--- src/rtl/a2bus_stream_fifo.sv ---
// Apple II bus-capture streamer: filters bus cycles into 32-bit records, buffers them in a FIFO and
// serialises them MSB-first over a pclk/sync/data link, with in-band overflow markers for lost captures.
`timescale 1ns/1ps
module a2bus_stream_fifo #(
  parameter logic ENABLE      = 1'b1,
  parameter int   FIFO_DEPTH  = 16,
  parameter int   LANES       = 4,
  parameter int   NUM_WINDOWS = 2
) (
  input  logic                          clk_logic,
  input  logic                          system_reset_n,
  input  logic                          bus_strobe,
  input  logic [15:0]                   addr,
  input  logic [7:0]                    data,
  input  logic                          rw_n,
  input  logic                          m2sel_n,
  input  logic                          m2b0,
  input  logic                          sw_gs,
  input  logic                          capture_enable,
  input  logic [2:0]                    capture_mode,
  input  logic [NUM_WINDOWS-1:0]        win_en,
  input  logic [16*NUM_WINDOWS-1:0]     win_lo,
  input  logic [16*NUM_WINDOWS-1:0]     win_hi,
  input  logic                          heartbeat_pulse,
  output logic                          cam_pclk,
  output logic                          cam_sync,
  output logic [LANES-1:0]              cam_data,
  output logic [$clog2(FIFO_DEPTH):0]   fifo_level,
  output logic [15:0]                   drop_total,
  output logic                          activity_led,
  output logic                          overflow_led
);

  localparam int AW    = $clog2(FIFO_DEPTH);
  localparam int BEATS = 32 / LANES;
  localparam int BW    = $clog2(BEATS) + 1;

  typedef enum logic [1:0] {S_IDLE, S_LO, S_HI, S_GAP} ser_state_t;

  ser_state_t        state;
  logic [BW-1:0]     beat_cnt;
  logic [31:0]       shreg;
  logic [31:0]       mem [FIFO_DEPTH];
  logic [AW-1:0]     wr_ptr, rd_ptr;
  logic              start_pending, drop_pending, hb_pending, trigger_d;
  logic [15:0]       since_cnt;
  logic [7:0]        hb_cnt;

  logic mode_ok, win_ok, win_hit, trigger;
  logic full, empty, pop, can_push;
  logic start_push, marker_push, bus_push, bus_drop, hb_push, push;
  logic [15:0] marker_cnt;
  logic [31:0] push_data, head;

  function automatic logic [15:0] sat_inc(input logic [15:0] v);
    return (v == 16'hFFFF) ? v : v + 16'd1;
  endfunction

  always_comb begin
    mode_ok = 1'b0;
    case (capture_mode)
      3'b000: mode_ok = 1'b1;
      3'b001: mode_ok = (addr[15:12] == 4'hC);
      3'b010: mode_ok = (addr[15:9] == 7'd0);
      3'b011: mode_ok = (addr >= 16'h0400 && addr <= 16'h07FF) || (addr >= 16'h2000 && addr <= 16'h3FFF);
      3'b100: mode_ok = (addr >= 16'hD000);
      3'b101: mode_ok = !rw_n;
      3'b110: mode_ok = rw_n;
      default: mode_ok = (addr >= 16'hC000 && addr <= 16'hC03F);
    endcase
  end

  always_comb begin
    win_hit = 1'b0;
    for (int i = 0; i < NUM_WINDOWS; i++) begin
      if (win_en[i] && win_lo[16*i +: 16] <= addr && addr <= win_hi[16*i +: 16]) win_hit = 1'b1;
    end
    win_ok = (win_en == '0) || win_hit;
  end

  assign trigger  = ENABLE & capture_enable & bus_strobe & !m2sel_n & mode_ok & win_ok;
  assign full     = (fifo_level == (AW+1)'(FIFO_DEPTH));
  assign empty    = (fifo_level == '0);
  assign pop      = (state == S_IDLE || state == S_GAP) && !empty;
  // A pop in the same cycle frees the head slot, so a full FIFO can still accept a push.
  assign can_push = !full || pop;
  assign head     = mem[rd_ptr];

  always_comb begin
    start_push  = start_pending & can_push;
    marker_push = !start_push & drop_pending & can_push;
    bus_push    = !start_push & trigger & can_push & !drop_pending;
    bus_drop    = trigger & !bus_push;
    hb_push     = ENABLE & hb_pending & can_push & !start_push & !marker_push & !bus_push;
    push        = start_push | marker_push | bus_push | hb_push;
    marker_cnt  = bus_drop ? sat_inc(since_cnt) : since_cnt;
    push_data   = {16'hC0FF, hb_cnt, 4'b0000, 3'b010, 1'b0};
    if (start_push)       push_data = {16'h0000, 8'h00, 8'h02};
    else if (marker_push) push_data = {marker_cnt, 8'h00, 4'b0000, 3'b011, 1'b0};
    else if (bus_push)    push_data = {addr, data, rw_n, m2sel_n, m2b0, sw_gs, 3'b000, 1'b0};
  end

  always_ff @(posedge clk_logic) begin
    if (push) mem[wr_ptr] <= push_data;
  end

  always_ff @(posedge clk_logic or negedge system_reset_n) begin
    if (!system_reset_n) begin
      wr_ptr        <= '0;
      rd_ptr        <= '0;
      fifo_level    <= '0;
      start_pending <= 1'b1;
      drop_pending  <= 1'b0;
      hb_pending    <= 1'b0;
      since_cnt     <= '0;
      drop_total    <= '0;
      hb_cnt        <= '0;
      trigger_d     <= 1'b0;
    end else begin
      trigger_d <= trigger;
      if (push) wr_ptr <= wr_ptr + 1'b1;
      if (pop)  rd_ptr <= rd_ptr + 1'b1;
      case ({push, pop})
        2'b10:   fifo_level <= fifo_level + 1'b1;
        2'b01:   fifo_level <= fifo_level - 1'b1;
        default: fifo_level <= fifo_level;
      endcase
      if (start_push) start_pending <= 1'b0;
      if (bus_drop) drop_total <= sat_inc(drop_total);
      if (marker_push) begin
        drop_pending <= 1'b0;
        since_cnt    <= '0;
      end else if (bus_drop) begin
        drop_pending <= 1'b1;
        since_cnt    <= sat_inc(since_cnt);
      end
      if (hb_push) begin
        hb_pending <= 1'b0;
        hb_cnt     <= hb_cnt + 8'd1;
      end else if (heartbeat_pulse) begin
        hb_pending <= 1'b1;
      end
    end
  end

  // The gap clock also accepts a new packet, so consecutive packets are separated by one idle clock.
  always_ff @(posedge clk_logic or negedge system_reset_n) begin
    if (!system_reset_n) begin
      state    <= S_IDLE;
      beat_cnt <= '0;
      shreg    <= '0;
      cam_pclk <= 1'b0;
      cam_sync <= 1'b0;
      cam_data <= '0;
    end else begin
      case (state)
        S_LO: begin
          cam_pclk <= 1'b1;
          state    <= S_HI;
        end
        S_HI: begin
          cam_pclk <= 1'b0;
          if (beat_cnt == BW'(BEATS-1)) begin
            cam_sync <= 1'b0;
            cam_data <= '0;
            state    <= S_GAP;
          end else begin
            beat_cnt <= beat_cnt + 1'b1;
            cam_data <= shreg[31 -: LANES];
            shreg    <= shreg << LANES;
            state    <= S_LO;
          end
        end
        default: begin
          cam_pclk <= 1'b0;
          if (pop) begin
            beat_cnt <= '0;
            cam_sync <= 1'b1;
            cam_data <= head[31 -: LANES];
            shreg    <= head << LANES;
            state    <= S_LO;
          end else begin
            cam_sync <= 1'b0;
            cam_data <= '0;
            state    <= S_IDLE;
          end
        end
      endcase
    end
  end

  assign activity_led = trigger_d | (state != S_IDLE);
  assign overflow_led = drop_pending;

endmodule

--- config.mk ---
export PLATFORM = sky130hd
export DESIGN_NAME = a2bus_stream_fifo
export DESIGN_NICKNAME = d
export VERILOG_FILES = /design/src/rtl/a2bus_stream_fifo.sv
export SDC_FILE = /design/constraint.sdc
export NUM_CORES = 1
export LEC_CHECK = 0
export ABC_CLOCK_PERIOD_IN_PS = 14600
export BUFFER_PORTS_ARGS = -buffer_cell sky130_fd_sc_hd__buf_2
export CAP_MARGIN = 20
export CORE_ASPECT_RATIO = 1.1
export CORE_UTILIZATION = 65
export DETAILED_ROUTE_END_ITERATION = 10
export HOLD_SLACK_MARGIN = 0.12
export PLACE_DENSITY = 0.83
export SLEW_MARGIN = 15
export SYNTH_ARGS = -nofsm -noshare
export SYNTH_HDL_FRONTEND = slang
export SYNTH_SLANG_ARGS = --single-unit
--- constraint.sdc ---
create_clock -name clk_logic -period 14.6 [get_ports clk_logic]
set_input_delay 1.46 -clock clk_logic [delete_from_list [all_inputs] [get_ports clk_logic]]
set_output_delay 1.46 -clock clk_logic [all_outputs]
set_load 0.005 [all_outputs]
==> metrics.yaml <==
yosys:
  area_of_the_mapped_netlist_mm2: 0.02472
  yosysSeqAreaShare: 0.6793
  postSynthCellCount: 1443
  synth-main-ff-cell: "edfxtp_1"
  ys_ff_latch: 575
  synthesis.yosys.warnings: 0
  synth_area_per_cell_um2: 17.13
  synthDistinctLibCells: 65
  synth_enable_flop_cells: 480
  async_set_or_reset_flop_fraction_in_the_synthesized_netlist: 0.1652
run_status:
  status: "finished, final reports clean"
critical_path:
  critical_path.max_fanout: 9
  setup.worst_path.class: "input pin to flop"
  critical-path-slowest-cell: "a21oi_2"
  cp_data_arrival_time_ns: 5.88
  critical_path_required_ns: 15.07
  end_kind: "flop"
  worst_path_dominant_cell_family: "compound AO/OA/AOI/OAI gates"
  cp_num_buf_inv: 3
  timing.critical_path.slowest_cell_delay_ns: 0.47
  critical_path.cell_chain: "buf_2 -> inv_1 -> ha_1 -> nand4_1 -> nor4_1 -> nor3_1 -> o31a_1 -> a211oi_1 -> o21ai_4 -> a21oi_2 -> inv_1 -> ha_1 -> xor2_1 -> ha_1 -> o21ai_0 -> a21oi_1 -> a21oi_1 -> xor2_1 -> nor2_1 -> xor2_1"
  setup.worst_path.start_class: "input pin"
detailed_routing:
  wirelength_um: 63140
  routed_via_density: 6.816
  dr.pass1.iters: 6
  vias: 14780
  wl_per_cell_um: 29.11
  detail_route.iter0.violations: 1886
  count_of_antenna_violating_nets_left_after_detailed_routing: 0
  remaining_drc_errors: 0
worst_hold_path:
  min-delay-path-class: "flop to flop"
power:
  ir_drop_v: 0.0001859
  total_power_consumption_of_the_routed_design_w: 0.005219
  cellLeakagePower_nw: 9.999
  power_density_mw_per_mm2: 184.3
cts:
  cts_buffer_depth: 3
  worst_skew_pair.late_latency_ns: 0.59
  post_cts_resize_count: 0
  postCtsSetupRepairBufs: 0
  cts_tree: "yes"
  cts_root_buffer: "clkbuf_16"
  cts.htree.levels: 2
  clock-sinks: 575
  path_clk_slew_ns: 0.06
  holdBufCountCts: 0
  numCtsBuffers: 53
global_routing:
  globalRouteOverflowTotal: 0
  grt_pass1_wl_um: 94410
  gr-usage-all-layers: 0.3376
  number_of_antenna_violations_at_the_first_check_in_global_routing: 0
  via_count_of_the_first_global_routing_pass: 15250
  grt_start_max_net_pins: 71
timing:
  whs_ns: 0.4742
  hold_viol_final: 0
  timing_worst_slew_pin_value_ns: 1.166
  timing.max_slew.rel_slack: 0.2227
  rsz_0062_raised_after_global_routing: "false"
  timing_max_transition_violations_final: 0
  max_freq_mhz: 184.9
  clock_skew_ns: 0.01731
  fin_setup_tns_ns: 0
  setup-violations-final: 0
  period_needed_ns: 5.409
  period_share: 0.3705
final_layout:
  ratio_of_cells_with_drive_above_1_in_the_final_layout: 0.2782
  diodes: 0
  fill_cells: 1954
  multiInputGateArea_mm2: 0.007630
  areaGrowthSynthToFinish_pct: 14.58
  ff_latch_area_mm2: 0.01680
  layout.nets: 1812
  fin_area_mm2: 0.02832
floorplanning:
  core_area_mm2: 0.03731
  floorplan.die.height_um: 206.5
  die_area_mm2: 0.03882
  die_w_um: 187.9
  floorplan.rows: 74
  io_pins: 131
  initial_utilization: 0.6625
place:
  place.port_buffers: 130
  dpl.hpwl_um: 37150
  placedInstanceArea_mm2: 0.02634
  weighted_congestion_reported_at_the_end_of_routability_driven_placement: 0.8957
run:
  max_cap_viol_count: 0
## flip-flops by register name (all words and copies together) (netlist names), 2 cells and up
signal / cells
beat_cnt: 4
cam_data: 4
drop_total: 16
fifo_level: 5
hb_cnt: 8
mem: 480
rd_ptr: 4
shreg: 26
since_cnt: 16
state: 2
wr_ptr: 4
## layer usage
metal	GRT usage	wire [um]	vias up
li1	-	-	6048
met1	0.4410	22460	7416
met2	0.5620	31150	1121
met3	0.06712	6923	199
met4	0.1458	2604	0
met5	0	0	-
## cells by family after synthesis
| logic type | after synthesis | synth area share |
|---|---|---|
| AO/OA/AOI/OAI | 137 | 0.03786 |
| XOR/XNOR | 46 | 0.01630 |
| adder cells (fa/ha/maj) | 80 | 0.04049 |
| buffers and inverters | 129 | 0.01989 |
| flip-flops | 575 | 0.6793 |
| multiplexers | 173 | 0.1447 |
| other | 1 | 0.0001517 |
| AND/OR/NAND/NOR | 302 | 0.06130 |
## layout by cell type, fill, tap and decap left out, types with 4 or more instances in the layout
master	Yosys	final
nor2_4	0	12
a221oi_1	11	11
nor3_1	15	10
nand3_1	30	30
clkbuf_16	0	55
clkinv_2	0	9
and2_1	5	5
bufinv_16	0	11
edfxtp_1	480	480
nor3_2	2	7
buf_2	0	129
conb_1	1	16
buf_4	0	40
o211ai_1	6	6
nand2_1	96	96
mux2_2	5	5
nor2b_1	10	10
nand4_1	28	28
or2_2	4	4
nor4_1	7	7
ha_1	80	80
o21ai_0	26	26
dfrtp_1	94	90
xor2_1	16	16
clkbuf_8	0	6
mux2i_1	21	21
xnor2_1	30	30
inv_1	71	71
and3_1	8	8
clkbuf_1	43	9
nand2b_1	5	5
nor2_1	74	61
a21oi_1	43	41
o22ai_1	15	13
mux4_2	147	147
a31oi_1	4	4
## cell type report
| cell class | count | area share |
|---|---|---|
| clock buffer | 70 | 0.05270 |
| multi-input combinational | 754 | 0.2694 |
| tap | 494 | 0.02182 |
| inverter | 71 | 0.009409 |
| timing repair buffer | 175 | 0.03773 |
| clock inverter | 30 | 0.01573 |
| sequential | 575 | 0.5932 |
## worst reg2reg max path, stage by stage (launching register included)
cell and delay, ns:
dfrtp_1 0.35, inv_1 0.07, ha_1 0.32, nand2_1 0.06
nor2_1 0.80, nor2b_1 0.21, buf_4 0.27, or2_2 0.54
nor2_1 0.22, a21oi_2 0.17, inv_1 0.30, ha_1 0.40
xor2_1 0.12, ha_1 0.22, o21ai_0 0.18, a21oi_1 0.10
a21oi_1 0.20, xor2_1 0.17, nor2_1 0.07, xor2_1 0.15
## synth_stat cells (4+ instances only)
cell type  number  share of area
a21oi_1        43         0.0087
a221oi_1       11         0.0039
a31oi_1         4         0.0010
and2_1          5         0.0013
and3_1          8         0.0020
buf_1          14         0.0021
clkbuf_1       43         0.0065
dfrtp_1        94          0.095
edfxtp_1      480           0.58
ha_1           80          0.040
inv_1          71          0.011
mux2_2          5         0.0023
mux2i_1        21         0.0085
mux4_2        147           0.13
nand2_1        96          0.015
nand2b_1        5         0.0013
nand3_1        30         0.0061
nand4_1        28         0.0071
nor2_1         74          0.011
nor2b_1        10         0.0025
nor3_1         15         0.0030
nor4_1          7         0.0018
o211ai_1        6         0.0018
o21ai_0        26         0.0053
o22ai_1        15         0.0038
or2_2           4         0.0010
xnor2_1        30          0.011
xor2_1         16         0.0057
## metrics by stage
step	util	instances	setup slack, ns
after floorplan	-	1458	8.579
after global placement	0.7029	2061	8.937
after detailed placement	0.7060	2066	8.732
after CTS	0.7579	2166	9.237
after global routing	0.7591	2169	8.830
final	0.7591	2169	9.191
## report_power, final
group	switching (W)	internal (W)	leakage, nW
Combinational	0.000814	0.000649	3.80
Clock	0.000615	0.000917	0.949
Sequential	0.000194	0.00203	5.25
## path summary, 6_finish.rpt
path	from	to	slack, ns	depth (start not counted)
hold / removal	hb_cnt[7]	hb_cnt[7]	0.47	1
max in group asynchronous	system_reset_n	rd_ptr[1]	12.47	2
setup / recovery	addr[14]	fifo_level[4]	9.19	20
hold reg to reg	hb_cnt[7]	hb_cnt[7]	0.47	1
min in group asynchronous	system_reset_n	drop_total[14]	0.82	1
setup reg to reg	state[0]	fifo_level[4]	9.57	19
(Power assumes the default switching activity.)
